--- config.mk ---
export PLATFORM = sky130hd
export DESIGN_NAME = pmp_check_arbiter
export DESIGN_NICKNAME = d
export VERILOG_FILES = /design/src/rtl/pmp_check_arbiter.sv
export SDC_FILE = /design/constraint.sdc
export NUM_CORES = 1
export LEC_CHECK = 0
export BUFFER_PORTS_ARGS = -buffer_cell sky130_fd_sc_hd__buf_2
export CAP_MARGIN = 20
export CORE_ASPECT_RATIO = 0.6
export CORE_MARGIN = 2
export CORE_UTILIZATION = 41
export DETAILED_ROUTE_END_ITERATION = 8
export GPL_ROUTABILITY_DRIVEN = 0
export PLACE_DENSITY = 0.8
export SETUP_SLACK_MARGIN = 0.1
export SYNTH_ARGS = -nofsm -noshare
export SYNTH_HDL_FRONTEND = slang
export SYNTH_SLANG_ARGS = --single-unit
--- constraint.sdc ---
create_clock -name clk_i -period 2.9 [get_ports clk_i]
set_input_delay 0.29 -clock clk_i [delete_from_list [all_inputs] [get_ports clk_i]]
set_output_delay 0.29 -clock clk_i [all_outputs]
set_load 0.05 [all_outputs]
--- src/rtl/pmp_check_arbiter.sv ---
// Shares one combinational PMP checker among NUM_REQ requesters.
// A round-robin grant captures one request into local registers, the shared
// checker is driven from those registers, and the sampled allow is returned
// to the owning requester over a valid/ready response channel.

package riscv;
    typedef enum logic [2:0] {
        ACCESS_NONE  = 3'b000,
        ACCESS_READ  = 3'b001,
        ACCESS_WRITE = 3'b010,
        ACCESS_EXEC  = 3'b100
    } pmp_access_t;

    typedef enum logic [1:0] {
        PRIV_LVL_U = 2'b00,
        PRIV_LVL_S = 2'b01,
        PRIV_LVL_M = 2'b11
    } priv_lvl_t;
endpackage

module pmp_check_arbiter #(
    parameter int unsigned NUM_REQ = 3,
    parameter int unsigned PLEN    = 34,
    parameter int unsigned ID_W    = 4
) (
    input  logic                                clk_i,
    input  logic                                rst_i,
    input  logic [NUM_REQ-1:0]                  req_valid_i,
    output logic [NUM_REQ-1:0]                  req_ready_o,
    input  logic [NUM_REQ-1:0][PLEN-1:0]        req_addr_i,
    input  riscv::pmp_access_t [NUM_REQ-1:0]    req_access_i,
    input  riscv::priv_lvl_t [NUM_REQ-1:0]      req_priv_i,
    input  logic [NUM_REQ-1:0][ID_W-1:0]        req_id_i,
    output logic [PLEN-1:0]                     pmp_addr_o,
    output riscv::pmp_access_t                  pmp_access_o,
    output riscv::priv_lvl_t                    pmp_priv_o,
    input  logic                                pmp_allow_i,
    input  logic                                cfg_busy_i,
    output logic [NUM_REQ-1:0]                  rsp_valid_o,
    input  logic [NUM_REQ-1:0]                  rsp_ready_i,
    output logic                                rsp_allow_o,
    output logic [ID_W-1:0]                     rsp_id_o
);

    localparam int unsigned IDX_W = (NUM_REQ > 1) ? $clog2(NUM_REQ) : 1;
    typedef logic [IDX_W-1:0] idx_t;

    typedef enum logic [1:0] {IDLE, CHECK, RESP} state_t;

    state_t             state_q, state_d;
    idx_t               ptr_q;
    idx_t               owner_q;
    idx_t               win;
    logic               any_valid;
    logic               rsp_hs;
    logic               grant;
    int unsigned        cand;

    logic [PLEN-1:0]    addr_q;
    riscv::pmp_access_t access_q;
    riscv::priv_lvl_t   priv_q;
    logic [ID_W-1:0]    id_q;
    logic               allow_q;

    // Round-robin search: first valid requester after the pointer, wrapping.
    always_comb begin
        // NOTE: every always_comb output gets a default before any branch;
        // a path that leaves one unassigned would infer a latch.
        win       = '0;
        any_valid = 1'b0;
        cand      = 0;
        for (int unsigned i = 1; i <= NUM_REQ; i++) begin
            cand = (32'(ptr_q) + i) % NUM_REQ;
            if (!any_valid && req_valid_i[idx_t'(cand)]) begin
                any_valid = 1'b1;
                win       = idx_t'(cand);
            end
        end
    end

    // A response completes only when its owner is ready; other readies are ignored.
    assign rsp_hs = (state_q == RESP) && rsp_ready_i[owner_q];

    // Grants happen from IDLE or chained onto a completing response, never
    // while the PMP configuration is being rewritten.
    assign grant = any_valid && !cfg_busy_i && ((state_q == IDLE) || rsp_hs);

    // Next state plus one-hot grant and response strobes.
    always_comb begin
        state_d     = state_q;
        req_ready_o = '0;
        rsp_valid_o = '0;
        if (grant) begin
            req_ready_o[win] = 1'b1;
        end
        if (state_q == RESP) begin
            rsp_valid_o[owner_q] = 1'b1;
        end
        case (state_q)
            IDLE:    if (grant) state_d = CHECK;
            CHECK:   if (!cfg_busy_i) state_d = RESP;
            RESP:    if (rsp_hs) state_d = grant ? CHECK : IDLE;
            default: state_d = IDLE;
        endcase
    end

    // State, request and result registers; reset drops any transaction in flight.
    always_ff @(posedge clk_i) begin
        // NOTE: sequential state uses non-blocking assignments so every
        // register updates from values sampled at the same clock edge.
        if (rst_i) begin
            state_q  <= IDLE;
            ptr_q    <= idx_t'(NUM_REQ - 1);
            owner_q  <= '0;
            addr_q   <= '0;
            access_q <= riscv::ACCESS_NONE;
            priv_q   <= riscv::PRIV_LVL_M;
            id_q     <= '0;
            allow_q  <= 1'b0;
        end else begin
            state_q <= state_d;
            if (grant) begin
                ptr_q    <= win;
                owner_q  <= win;
                addr_q   <= req_addr_i[win];
                access_q <= req_access_i[win];
                priv_q   <= req_priv_i[win];
                id_q     <= req_id_i[win];
            end
            if ((state_q == CHECK) && !cfg_busy_i) begin
                allow_q <= pmp_allow_i;
            end
        end
    end

    assign pmp_addr_o   = addr_q;
    assign pmp_access_o = access_q;
    assign pmp_priv_o   = priv_q;
    assign rsp_allow_o  = allow_q;
    assign rsp_id_o     = id_q;

endmodule

==> run summary <==
Required @ worst endpoint -> 2.61 ns
Most common cell after layout, fill and taps aside -> sky130_fd_sc_hd__buf_2
Clock insertion delay at the later pin of the skew report -> 0.30 ns
Dominant synthesized flop cell -> sky130_fd_sc_hd__dfxtp_1
Number of synthesized register bits -> 49
Post-place instance area -> 0.00367 mm²
Top-area cell type share of the netlist area -> 36.3%
Final setup fails -> 0
H-tree depth reported by CTS -> 2
Pwr Density -> 907 mW/mm²
CTS buffer count -> 5
DRT iter0 DRCs -> 145
Total track usage -> 23.1%
Startpoint Class -> register
Layout cells sized above 1 -> 46.1%
Cell taking the most area after synthesis -> sky130_fd_sc_hd__dfxtp_1
Path type of the worst min-delay path -> input port to register
Maximum number of pins on one net before global-route repair -> 37
Count of filler cells inserted in the layout -> 562
Number of global-route vias before repair -> 2970
Remaining antenna violation count after routing -> 0
Antenna violations before repair -> 0
Run status -> finished clean
DR vias/cell -> 5.39
Final count of hold timing violations -> 0
Cells taking the most area after synthesis -> sky130_fd_sc_hd__dfxtp_1, sky130_fd_sc_hd__nand2_1, sky130_fd_sc_hd__a221o_1
Count of max-cap constraint violations -> 0
Die Height -> 66.9 µm
Layout overhead on the synthesized area -> 44.0%
Worst IR drop on VDD -> 383 µV
Post-place setup slack -> 0.0446 ns
Number of flops mapped to enable cells by yosys -> 0
Drt pass-1 iters -> 4
Actual slew at the worst max-slew pin -> 0.947 ns
Share of the cycle needed by the critical path after routing -> 95.2%
RSZ-0062 raised after global routing -> false
Final core utilization -> 62.3%
Yosys synthesis warning count -> 0
Maximum clock skew at final layout -> 0.00995 ns
Syn_nets -> 479
Wire length reported by the detailed router -> 8840 µm
Fmax achieved -> 0.362 GHz
Sequential cell area fraction in the yosys report -> 36.3%
Leakage power of the design -> 0.00191 µW
Total of buffers placed on input and output ports -> 188
Nets@finish -> 654
Floorplan core area -> 0.00625 mm²
Summed area of non-filler cells in the final layout -> 0.00389 mm²
Clock-pin slew reported for the worst setup and hold paths after clock tree synthesis -> 0.09 ns
Highest-count cells in the layout ignoring fill and taps -> sky130_fd_sc_hd__buf_2, sky130_fd_sc_hd__nand2_1, sky130_fd_sc_hd__dfxtp_1
Clock Root Buffer -> sky130_fd_sc_hd__clkbuf_8
Number of top-level pins -> 189
Number of pins exceeding their max-slew limit in the final report -> 0
Count of hold-fix buffers inserted at cts -> 0
Horizontal die dimension -> 109 µm
Total number of vias -> 3215
# rows -> 22
Average cell area after synthesis -> 8.04 µm²
Antenna cell count -> 0
CP arrival -> 2.47 ns
Critical path endpoint category -> output pin
Total number of clock tree sinks -> 49
Minimum period implied by the final worst setup slack -> 2.76 ns
CTS tree -> done
Die ar. -> 0.00728 mm²
Worst Hold Slack -> 0.196 ns
Setup ws final -> 0.138 ns
DR DRC count -> 0
Setup TNS -> 0 ns
Distinct cells, synth -> 38
Initial Util -> 43.2%
Wire length of the first global-routing pass -> 13400 µm
Max Buffers Root-to-Sink -> 2
Biggest fanout along the worst timing path -> 34
Tightest slew margin relative to the limit -> 36.5%
Detailed Place HPWL -> 6480 µm
Category of the critical setup timing path -> register to output pin
Number of instances in the synthesized netlist -> 336
Post-synthesis instance area -> 0.00270 mm²
Routed len/inst -> 14.8 µm
Global route overflow -> 0
Post-synth ARST share -> 0%
[Yosys cell counts, drive strengths merged, types with 3 or more instances]
cell,count
nand2,85
a211o,3
o22ai,3
nor3b,3
ha,4
a221o,27
inv,5
clkbuf,15
buf,14
nor2,25
a211oi,16
a31o,14
mux2i,5
dfxtp,49
a21oi,44
nand3b,4
nor3,3
[path summary, 6_finish.rpt]
kind / startpoint / to / slack [ns] / cells after the start
max: ptr_q[1]$_SDFFE_PP1P_ / req_ready_o[0] / 0.14 / 8
min: req_priv_i[1] / pmp_priv_o[1]$_SDFFE_PP1P_ / 0.20 / 2
max reg2reg: ptr_q[1]$_SDFFE_PP1P_ / pmp_addr_o[18]$_SDFFE_PP0P_ / 0.21 / 7
min reg2reg: pmp_priv_o[0]$_SDFFE_PP1P_ / pmp_priv_o[0]$_SDFFE_PP1P_ / 0.47 / 1
[final cells by class]
type	count	area, µm²	area share (%)
Multi-Input combinational cell	254	1650	42.3
Timing Repair Buffer	196	1050	27.0
Sequential cell	49	986	25.3
Tap cell	84	105	2.70
Clock buffer	6	72.6	1.87
Inverter	5	18.8	0.482
Clock inverter	2	10.0	0.257
[critical path: stages (launching register included)]
cell                       delay [ns]
sky130_fd_sc_hd__dfxtp_4         0.38
sky130_fd_sc_hd__inv_2           0.09
sky130_fd_sc_hd__ha_4            0.17
sky130_fd_sc_hd__mux2_4          0.32
sky130_fd_sc_hd__a2111o_1        0.44
sky130_fd_sc_hd__o21a_4          0.24
sky130_fd_sc_hd__buf_12          0.17
sky130_fd_sc_hd__and3_1          0.17
sky130_fd_sc_hd__buf_4           0.19
[cells by family (layout without fill, tap and decap cells)]
kind of cell             after synthesis  count (layout)  share of synthesized area [%]
flip-flops                            49              49                           36.3
multiplexers                           6               6                           2.41
buffers and inverters                 34             209                           6.35
AND/OR/NAND/NOR                      124             125                           19.7
adder cells (fa/ha/maj)                4               4                           1.85
AO/OA/AOI/OAI                        119             119                           33.4
[per-layer routing]
| metal | share of wire (%) | global-route usage [%] |
|---|---|---|
| met1 | 45 | 31.6 |
| met4 | 1.4 | 4.97 |
| met5 | 0 | 0 |
| met3 | 7.3 | 4.79 |
| met2 | 46 | 37.7 |
[sequential cells by signal (all words and copies together), names as in the netlist]
name / cells
owner_q: 1
pmp_access_o: 3
pmp_addr_o: 34
pmp_priv_o: 2
ptr_q: 2
rsp_allow_o: 1
rsp_id_o: 4
state_q: 2
[report_power, final]
part | total (µW) | internal [µW] | switching, µW
Clock | 386 | 168 | 218
Sequential | 980 | 865 | 114
Combinational | 2160 | 736 | 1430
Total | 3530 | 1770 | 1760
[metrics by stage]
stage / total power, µW / cells
after floorplan: 2540 / 336
after global placement: 2970 / 586
after detailed placement: 3000 / 586
after CTS: 3420 / 594
after global routing: 3750 / 596
final: 3530 / 596
[what timing repair did]
item,4_1_cts,5_1_grt
resized for setup,7,17
endpoints found under the setup margin,30,39
setup buffers,0,0
cloned,0,1
pin swaps,0,3
(Power assumes the default switching activity.)
